`config.mk`:
```
export PLATFORM = sky130hd
export DESIGN_NAME = mmio_uart_tx
export DESIGN_NICKNAME = d
export VERILOG_FILES = /design/src/rtl/mmio_uart_tx.sv
export SDC_FILE = /design/constraint.sdc
export NUM_CORES = 1
export LEC_CHECK = 0
export CORE_MARGIN = 2
export CORE_UTILIZATION = 54
export CTS_CLUSTER_DIAMETER = 150
export DETAILED_ROUTE_END_ITERATION = 12
export GPL_TIMING_DRIVEN = 0
export PLACE_DENSITY = 0.85
export SETUP_SLACK_MARGIN = 0.1
export SLEW_MARGIN = 10
export SYNTH_ARGS = -nofsm -noshare
export SYNTH_HDL_FRONTEND = slang
export SYNTH_SLANG_ARGS = --single-unit
```
`constraint.sdc`:
```
create_clock -name clk -period 5.5 [get_ports clk]
set_clock_uncertainty 0.2 [all_clocks]
set_input_delay 1.1 -clock clk [delete_from_list [all_inputs] [get_ports clk]]
set_output_delay 1.1 -clock clk [all_outputs]
set_load 0.005 [all_outputs]
```
`src/rtl/mmio_uart_tx.sv`:
```
// Memory-mapped 8N1 UART transmitter: CPU stores fill a byte FIFO, a serializer
// drains it onto tx, and loads from the window return FIFO/serializer status.
module mmio_uart_tx #(
  parameter logic [31:0] BASE_ADDR    = 32'hFFFF_0000,
  parameter int          CLKS_PER_BIT = 16,
  parameter int          FIFO_DEPTH   = 8
) (
  input  logic        clk,
  input  logic        reset,
  input  logic        we,
  input  logic [31:0] addr,
  input  logic [31:0] d_in,
  output logic [31:0] d_out,
  output logic        sel,
  output logic        tx
);

  localparam int PW = $clog2(FIFO_DEPTH);
  localparam int CW = PW + 1;
  localparam int BW = (CLKS_PER_BIT > 2) ? $clog2(CLKS_PER_BIT) : 1;
  localparam logic [BW-1:0] BAUD_LAST = BW'(CLKS_PER_BIT - 1);

  typedef enum logic [1:0] {IDLE, START, DATA, STOP} state_t;

  state_t          state, state_n;
  logic [BW-1:0]   baud, baud_n;
  logic [2:0]      bit_idx, bit_n;
  logic [7:0]      shift, shift_n;
  logic            tx_n;

  logic [7:0]      mem [FIFO_DEPTH];
  logic [PW-1:0]   wr_ptr, rd_ptr;
  logic [CW-1:0]   count;
  logic            ovf;

  logic            empty, full, busy, pop, push_req, push, ovf_set, ovf_clr;
  logic [7:0]      head;
  logic            unused_bits;

  assign unused_bits = ^{addr[1:0], d_in[31:8]};

  // Bus decode and status
  assign sel      = (addr[31:3] == BASE_ADDR[31:3]);
  assign empty    = (count == '0);
  assign full     = (count == CW'(FIFO_DEPTH));
  assign busy     = (state != IDLE);
  assign head     = mem[rd_ptr];
  assign push_req = we & sel & ~addr[2];
  // A full FIFO still accepts a byte when the serializer frees a slot this cycle.
  assign push     = push_req & (~full | pop);
  assign ovf_set  = push_req & full & ~pop;
  assign ovf_clr  = we & sel & addr[2] & d_in[3];

  always_comb begin
    d_out = '0;
    if (sel && addr[2]) begin
      d_out = {16'h0000, 8'(count), 4'h0, ovf, busy, full, empty};
    end
  end

  // FIFO storage holds payload only; occupancy lives in the pointers/count
  always_ff @(posedge clk) begin
    if (push) begin
      mem[wr_ptr] <= d_in[7:0];
    end
  end

  always_ff @(posedge clk or posedge reset) begin
    if (reset) begin
      wr_ptr <= '0;
      rd_ptr <= '0;
      count  <= '0;
      ovf    <= 1'b0;
    end else begin
      if (push) wr_ptr <= wr_ptr + 1'b1;
      if (pop)  rd_ptr <= rd_ptr + 1'b1;
      if (push && !pop)      count <= count + CW'(1);
      else if (pop && !push) count <= count - CW'(1);
      if (ovf_set)      ovf <= 1'b1;
      else if (ovf_clr) ovf <= 1'b0;
    end
  end

  // Serializer next-state; tx is computed from the next state so it leaves a flop
  always_comb begin
    state_n = state;
    baud_n  = baud;
    bit_n   = bit_idx;
    shift_n = shift;
    pop     = 1'b0;
    unique case (state)
      IDLE: begin
        if (!empty) begin
          pop     = 1'b1;
          shift_n = head;
          baud_n  = '0;
          bit_n   = '0;
          state_n = START;
        end
      end
      START: begin
        if (baud == BAUD_LAST) begin
          baud_n  = '0;
          state_n = DATA;
        end else begin
          baud_n = baud + 1'b1;
        end
      end
      DATA: begin
        if (baud == BAUD_LAST) begin
          baud_n = '0;
          if (bit_idx == 3'd7) begin
            state_n = STOP;
          end else begin
            shift_n = {1'b0, shift[7:1]};
            bit_n   = bit_idx + 1'b1;
          end
        end else begin
          baud_n = baud + 1'b1;
        end
      end
      STOP: begin
        if (baud == BAUD_LAST) begin
          baud_n = '0;
          if (!empty) begin
            pop     = 1'b1;
            shift_n = head;
            bit_n   = '0;
            state_n = START;
          end else begin
            state_n = IDLE;
          end
        end else begin
          baud_n = baud + 1'b1;
        end
      end
      default: state_n = IDLE;
    endcase

    unique case (state_n)
      START:   tx_n = 1'b0;
      DATA:    tx_n = shift_n[0];
      default: tx_n = 1'b1;
    endcase
  end

  always_ff @(posedge clk or posedge reset) begin
    if (reset) begin
      state   <= IDLE;
      baud    <= '0;
      bit_idx <= '0;
      shift   <= '0;
      tx      <= 1'b1;
    end else begin
      state   <= state_n;
      baud    <= baud_n;
      bit_idx <= bit_n;
      shift   <= shift_n;
      tx      <= tx_n;
    end
  end

endmodule

```
==> metrics, run 1 <==
Starting Density=0.560; Worst Slack Setup Final=0.786 ns; Crit Path Class=in -> out; CTS sink count=between 90 and 100; Clock Latency Late Sink=0.37 ns; Cell Rows=32; Fin. Hold Viols=0; Yosys warnings=0; Bufs on Longest Clock Path=2; routed via count=2661; largest net degree at the start of global routing=30; Initial DRT Pass Iterations=5; arrival time worst endpoint=approximately 3.4 ns; minimum clock period=4.71 ns; synth cell count leaders=edfxtp_1 (64), dfrtp_1 (28), buf_4 (24); Clock transition at path regs=0.09 ns; Final HPWL DP=6120 µm; core area=just under 8000 µm²; DRC=0; relative slew slack=0.320; Cell Area, Synth=4350 µm²; max-cap check violation count=0; Placement Setup Slack=0.790 ns; Slew Viols, Final=0; worst endpoint required time=around 4.2 ns; power density cells=between 200 and 250 nW/µm²; number of H-tree levels=3; number of synthesized register bits=between 90 and 100; FILL cells=522; setup repair bufs after CTS=0; number of enable flip-flop cells after synthesis=64; share of the synthesized area in the top cell type=0.442; Final Util=0.677; area delta synth->final=21.0%; register area=2650 µm²; Post-Syn Area per Cell=~15 µm²; cell with the most instances after synthesis=edfxtp_1; multi-input logic area=1550 µm²; 1st-iter DRT viols=roughly 160; post-cts sizing count=0; Die ar.=8790 µm²; RSZ-0062 raised after global routing=no; grt total ovfl=0; overall routing resource usage=0.208; # setup viols final=0; routed wire length per instance=17.1 µm; initial antenna violation count=0; ANT nets after route=0; Max VDD drop=231 µV; CTS Buf Count=9; Final Net Count=464; gpl congestion=0.797; Yosys top cell by area=edfxtp_1; worst-path maximum fanout=8; Vias per Instance=5.43; wire length of the first global-routing pass=13600 µm; fmax=212 MHz; top_reg_cell synth=edfxtp_1; post-route setup TNS=0 ns; number of global-route vias before repair=roughly 2600; Routed WL=8400 µm; crit path capture type=output port; Top-Level Pins=101; share of cells above drive strength 1=0.183; worst min path class=reg -> reg; CTS tree=built; I/O Buffers=50; dominant cells by area after synthesis=edfxtp_1 (44%), dfrtp_1 (16%), mux4_2 (7.3%); Cells after Synth=299; CTS root buf=clkbuf_8; Reg2Reg Setup Slack=2.19 ns; fin crit share=0.857; Worst-Margin Slew=1.01 ns; Synth async-reset ratio=0.312; Critical Path Source Type=input pin; Die X=93.7 µm; Leak=2.02 nW; status=finished clean; die height=~94 µm; Distinct cells, synth=55; ANT cells=0; Hold Buf Count CTS=0; Seq/Total Area, Yosys=0.609
-- flip-flops by register name, indices dropped and copies added, names as in the netlist --
register	count
count	4
mem	64
rd_ptr	3
ovf	1
bit_idx	3
shift	8
tx	1
wr_ptr	3
baud	4
state	2
-- power breakdown --
part | total (mW) | switching (mW) | internal [mW] | leakage [nW]
registers | 0.749 | 0.00000000433 | 0.749 | 0.932
clock network | 0.433 | 0.256 | 0.177 | 0.0980
logic | 0.0572 | 0.0208 | 0.0363 | 0.993
-- worst paths after layout --
kind,from,to,cells past startpoint
worst max-delay path,addr[23],d_out[2],7
worst min-delay path,shift[7],shift[7],2
worst max register to register,state[0],count[3],14
worst min register to register,shift[7],shift[7],2
max in group asynchronous,reset,rd_ptr[0],2
min in group asynchronous,reset,count[0],2
-- metal layers --
| metal | up-vias | global-route usage | wire length [µm] |
|---|---|---|---|
| met5 | - | 0 | 0 |
| met4 | 0 | 0.0531 | 119 |
| met1 | 1287 | 0.274 | 3440 |
| li1 | 1265 | - | - |
| met3 | 15 | 0.0449 | 481 |
| met2 | 94 | 0.355 | 4360 |
-- critical path, cell delays in order --
cell,delay [ns]
clkdlybuf4s50_1,0.46
nand4_1,0.10
or4_4,0.56
nor2_1,0.34
and2_1,0.20
nor2b_1,0.15
clkdlybuf4s50_1,0.52
-- stage by stage --
step,hold slack [ns],area [µm²],power [mW],instances
after floorplan,0.250,4430,0.785,322
after CTS,0.304,5260,1.25,490
after detailed placement,0.284,5070,0.821,474
after global routing,0.325,5260,1.28,490
final,0.298,5260,1.24,490
after global placement,0.263,5060,0.819,474
-- logic make-up (layout without fill, tap and decap cells) --
group	Yosys count	after routing	synth area share
buffers and inverters	39	105	0.0570
other	1	24	0.000862
DFF	93	93	0.609
xor gates and xnor gates	8	8	0.0161
AOI/OAI and AO/OA	42	42	0.0682
and+or+nand+nor	72	72	0.0950
adders and majority gates	14	14	0.0420
muxes	30	30	0.112
-- final cells by class --
| cell class | count | share of cell area |
|---|---|---|
| sequential | 93 | 0.504 |
| clock inverter | 7 | 0.0121 |
| multi-input combinational | 190 | 0.294 |
| inverter | 8 | 0.00571 |
| tap | 102 | 0.0243 |
| clock buffer | 9 | 0.0235 |
| buffer | 31 | 0.0414 |
| timing repair buffer | 50 | 0.0951 |
-- placed cells by master, fill, tap and decap left out, drive strengths merged, types with 2 or more instances in the layout --
master	n
or4	2
o22ai	2
nor2b	2
and3	9
nor2	15
buf	28
mux2i	11
nand2b	5
nor4	4
a21oi	7
a22oi	6
nor3	5
mux4	14
nand2	11
xor2	2
xnor2	6
nand3	7
nand3b	2
a21o	2
and2	2
a22o	2
mux2	5
conb	24
ha	13
edfxtp	64
inv	13
o21ai	13
clkinv	2
clkdlybuf4s50	50
dfrtp	28
clkbuf	12
nand4	5
Power figures use the tool's default switching activity.
==> inputs of run 2 (changes only) <==
- PLACE_DENSITY: 0.85 -> unset
- PLACE_DENSITY_LB_ADDON: unset -> 0.05
==> run 2 against run 1 <==
  * Total power rose by 1.8%
  * Routed wire length fell by 8.3%
  * Die area did not move
  * Fmax rose by 0.93%
  * Critical path depth did not move
  * Critical endpoint is now d_out[1]
  * Highest routed layer unchanged
==> metrics, run 2 (synthesis results as in run 1) <==
Cell Chain, Critical Path=clkdlybuf4s50_1 -> nand4_1 -> or4_4 -> nor2_1 -> and2_1 -> and3_1 -> clkdlybuf4s50_1; final instance area=5280 µm² (+0.43%); # setup viols final=0 (unchanged); Critical Path Source Type=input pin; multi-input logic area=1550 µm² (unchanged); routed wire length per instance=15.7 µm (-8.3%); routed via count=2618 (-1.6%); Finished Layout Cells=490 (unchanged); Placement Setup Slack=0.800 ns (+0.0102 ns); Routed WL=7700 µm (-8.3%); Crit Path Class=in -> out; core area=7770 µm² (unchanged); Leak=2.03 nW (+0.51%); CTS Buf Count=9 (unchanged); number of global-route vias before repair=2550 (-2.0%); number of H-tree levels=3 (unchanged); overall routing resource usage=0.191 (-0.0170); grt total ovfl=0 (unchanged); Worst R2R Path Depth=14 (unchanged); Top-Level Pins=101 (unchanged); Slowest cell on crit path=or4_4; commonest non-fill, non-tap cell in the layout=edfxtp_1; worst min path class=reg -> reg; die height=93.7 µm (unchanged); CTS tree=built; register area=2650 µm² (unchanged); CTS sink count=93 (unchanged); area delta synth->final=21.5%; setup repair bufs after CTS=0 (unchanged); ANT nets after route=0 (unchanged); I/O Buffers=50 (unchanged); Final Net Count=464 (unchanged); Vias per Instance=5.34 (-1.6%); FILL cells=550 (+5.4%); Final Util=0.680 (+0.00290); Worst Min Path Start=shift[7]; power density cells=239 nW/µm² (+1.3%); Worst Slack Setup Final=0.830 ns (+0.0432 ns); Total Power=1.26 mW (+1.8%); Cell Rows=32 (unchanged); 1st-iter DRT viols=133 (-14%); post-cts sizing count=0 (unchanged); reg2reg end=count[3]; max-cap check violation count=0 (unchanged); Hold Buf Count CTS=0 (unchanged); minimum clock period=4.67 ns (-0.0432 ns); r2r startpoint=state[0]; Max VDD drop=188 µV (-19%); max reg flops=64 (unchanged); Reg2Reg Setup Slack=2.29 ns (+0.10 ns); Clock Latency Late Sink=0.36 ns (about the same); WHS Endpoint=shift[7]; Fin. Hold Viols=0 (unchanged); Slew Viols, Final=0 (unchanged); Die X=93.7 µm (unchanged); Initial DRT Pass Iterations=4 (-1); most used cell, CP=clkdlybuf4s50_1; commonest non-fill, non-tap cells in the layout=edfxtp_1 (64), clkdlybuf4s50_1 (50), dfrtp_1 (28); worst endpoint required time=4.20 ns (about the same); fin crit share=0.849 (-0.00786); share of cells above drive strength 1=0.186 (+0.00258); placed inst area=5070 µm² (unchanged); Final HPWL DP=5440 µm (-11%); Clock transition at path regs=0.10 ns (about the same); largest net degree at the start of global routing=30 (unchanged); status=finished clean; crit path capture type=output port; CTS root buf=clkbuf_8; CP top delay family=simple AND/OR/NAND/NOR gates; relative slew slack=0.269 (-0.0502); Die ar.=8790 µm² (unchanged); worst-path maximum fanout=8 (unchanged); RSZ-0062 raised after global routing=no; Largest regs=mem x64, shift x8; fmax=214 MHz (+0.93%); Worst Path Buf+Inv=2 (unchanged); Worst-Margin Slew=1.09 ns (+0.0803 ns); arrival time worst endpoint=3.37 ns (-0.04 ns); Largest Register=mem; wire length of the first global-routing pass=12600 µm (-7.1%); DRC=0 (unchanged); initial antenna violation count=0 (unchanged); post-route setup TNS=0 ns (unchanged); Starting Density=0.560 (unchanged); worst hold path depth=2 (unchanged); gpl congestion=0.826 (+3.6%); ANT cells=0 (unchanged); Cell Count Post-Placement=474 (unchanged); max incr delay on CP=0.56 ns (about the same); Bufs on Longest Clock Path=2 (unchanged); Hold Slack=0.303 ns (+0.00480 ns)
==> run 2: cell count changes in the layout (fill, tap and decap cells not counted) <==
cell and change:
clkinv_8 +3, inv_6 -1, clkinv_4 +1, clkinv_1 -2, inv_8 -2, inv_1 +1
==> run 2: worst max path at each step <==
stage	cells after the start	slack, ns	end	from
2_1_floorplan	5	1.87	d_out[1]	addr[23]
3_3_place_gp	7	0.83	d_out[1]	addr[23]
3_5_place_dp	7	0.80	d_out[1]	addr[23]
4_1_cts	7	0.80	d_out[1]	addr[23]
5_1_grt	7	0.65	d_out[2]	addr[23]
6_report	7	0.83	d_out[1]	addr[23]
==> run 2: power by group <==
group          internal [mW]  leakage [nW]  switching [mW]  total (mW)
Combinational         0.0363         0.997          0.0205      0.0568
Clock                  0.183         0.105           0.273       0.456
Sequential             0.749         0.932   0.00000000435       0.749
==> run 2: worst reg2reg max path, delay by kind of cell, from the launching register on <==
family | cells | cell delay (ns)
fa+ha+maj | 3 | 0.72
compound gates | 4 | 0.86
flops | 1 | 0.43
xor+xnor | 2 | 0.27
buf+inv | 2 | 0.17
simple gates | 3 | 0.46
==> run 2: layout make-up <==
cell class,instances,area share
buffer,31,0.0412
clock buffer,9,0.0234
clock inverter,7,0.0163
inverter,8,0.00568
multi-input combinational,190,0.293
sequential,93,0.501
tap,102,0.0242
timing repair buffer,50,0.0947
==> run 2: metal layers <==
layer,share of wire,global-route usage,vias up,routed length (µm)
met5,0,0,-,0
met4,0.011,0.0628,0,87
met3,0.049,0.0377,11,374
met2,0.48,0.306,73,3710
met1,0.46,0.267,1267,3530
li1,-,-,1267,-
==> inputs of run 3 (changes only) <==
- CORE_UTILIZATION: 54 -> 50
- clock period: 5.5 -> 4.9 ns (I/O delays scaled with it)
==> run 3 against run 2 <==
  * Total power up 14%
  * Global-route usage fell by 1.2 points
  * Routed wire length increased by 0.64%
  * Final cell count is 1.2% higher
  * Clock-buffer cell count unchanged
  * Flip-flop and latch count is the same
  * Worst setup slack worse by 0.38 ns
  * Critical endpoint is now d_out[2]
  * Largest cell class unchanged
  * Highest routed layer unchanged
==> metrics, run 3 (synthesis results as in run 1) <==
status=finished clean; Largest regs=mem x64, shift x8; core area=8590 µm² (+11%); Leak=2.03 nW (-0.14%); Max VDD drop=193 µV (+2.6%); Final Net Count=464 (unchanged); wire length of the first global-routing pass=13300 µm (+5.6%); CTS Buf Count=9 (unchanged); Starting Density=0.506 (-0.0538); overall routing resource usage=0.180 (-0.0115); Final Util=0.616 (-0.0639); setup repair bufs after CTS=0 (unchanged); fin crit share=0.908; 1st-iter DRT viols=160 (+20%); number of H-tree levels=3 (unchanged); Fin. Hold Viols=0 (unchanged); post-route setup TNS=0 ns (unchanged); max reg flops=64 (unchanged); Routed WL=7750 µm (+0.64%); # setup viols final=0 (unchanged); commonest non-fill, non-tap cells in the layout=edfxtp_1 (64), clkdlybuf4s50_1 (50), dfrtp_1 (28); initial antenna violation count=0 (unchanged); Crit Path Class=in -> out; routed via count=2561 (-2.2%); area delta synth->final=21.8%; relative slew slack=0.288 (+0.0191); power density cells=272 nW/µm² (+14%); routed wire length per instance=15.6 µm (-0.58%); number of global-route vias before repair=2612 (+2.4%); gpl congestion=0.704 (-15%); Bufs on Longest Clock Path=2 (unchanged); commonest non-fill, non-tap cell in the layout=edfxtp_1; post-cts sizing count=0 (unchanged); I/O Buffers=50 (unchanged); Clock transition at path regs=0.09 ns (about the same); RSZ-0062 raised after global routing=no; Worst-Margin Slew=1.06 ns (-0.0340 ns); CTS tree=built; Clock Latency Late Sink=0.35 ns (about the same); minimum clock period=between 4 and 5 ns; Initial DRT Pass Iterations=4 (unchanged); share of cells above drive strength 1=0.186 (unchanged); crit path capture type=output port; Largest Register=mem; Die ar.=9460 µm² (+7.7%); ANT nets after route=0 (unchanged); Cell Rows=34 (+6.3%); grt total ovfl=0 (unchanged); Final HPWL DP=5510 µm (+1.2%); Hold Buf Count CTS=0 (unchanged); Die X=97.3 µm (+3.8%); CTS root buf=clkbuf_8; Critical Path Source Type=input pin; largest net degree at the start of global routing=30 (unchanged); Vias per Instance=5.16 (-3.4%); Top-Level Pins=101 (unchanged); Slew Viols, Final=0 (unchanged); FILL cells=686 (+25%); fmax=225 MHz; worst-path maximum fanout=8 (unchanged); max-cap check violation count=0 (unchanged); worst min path class=reg -> reg; Total Power=1.44 mW (+14%); die height=97.3 µm (+3.8%); Hold Slack=0.292 ns (-0.0108 ns); worst endpoint required time=3.72 ns (-0.48 ns); CTS sink count=93 (unchanged); DRC=0 (unchanged); ANT cells=0 (unchanged); arrival time worst endpoint=3.27 ns (-0.10 ns)
[run 3: cell types whose count changed in the layout (fill, tap and decap cells not counted)]
cell / before / now
clkinvlp_4: 0 / 1
clkinv_8: 3 / 1
inv_1: 8 / 7
clkinv_1: 0 / 1
clkinv_4: 1 / 0
inv_6: 2 / 3
bufinv_16: 0 / 1
[run 3: final timing paths]
| path | from | depth (start not counted) | slack (ns) | to |
|---|---|---|---|---|
| max | addr[19] | 7 | 0.45 | d_out[2] |
| min | shift[7] | 2 | 0.29 | shift[7] |
| max reg2reg | state[1] | 14 | 1.71 | count[3] |
| min reg2reg | shift[7] | 2 | 0.29 | shift[7] |
| max in group asynchronous | reset | 2 | 3.15 | rd_ptr[0] |
| min in group asynchronous | reset | 2 | 0.85 | baud[1] |
[run 3: per-layer routing]
| metal | vias to the layer above | part of all wire | GRT usage |
|---|---|---|---|
| met2 | 62 | 0.50 | 0.296 |
| met1 | 1231 | 0.45 | 0.243 |
| li1 | 1263 | - | - |
| met5 | - | 0 | 0 |
| met4 | 0 | 0.0092 | 0.0545 |
| met3 | 5 | 0.044 | 0.0388 |
[run 3: final cells by class]
class / instances / area [µm²] / share of cell area
Timing Repair Buffer: 50 / 500 / 0.0945
Multi-Input combinational cell: 190 / 1550 / 0.292
Clock buffer: 9 / 124 / 0.0234
Inverter: 8 / 30.0 / 0.00567
Tap cell: 108 / 135 / 0.0255
Buffer: 31 / 218 / 0.0411
Clock inverter: 7 / 91.3 / 0.0172
Sequential cell: 93 / 2650 / 0.500
[run 3: report_power, final]
part	internal (mW)	switching, mW	total [mW]
Clock	0.249	0.288	0.537
Sequential	0.840	0.00000000464	0.840
Combinational	0.0408	0.0231	0.0639
[run 3: critical path, cell delays in order]
cell	delay [ns]
clkdlybuf4s50_1	0.46
nand4_1	0.09
or4_4	0.56
nor2_1	0.33
and2_1	0.20
nor2b_1	0.14
clkdlybuf4s50_1	0.52
[run 3: per-stage QoR]
step | setup WS [ns] | std cells | cell area [µm²]
final | 0.449 | 496 | 5300
after global placement | 0.469 | 480 | 5070
after detailed placement | 0.423 | 480 | 5080
after floorplan | 1.44 | 322 | 4430
after global routing | 0.303 | 496 | 5300
after CTS | 0.414 | 496 | 5300
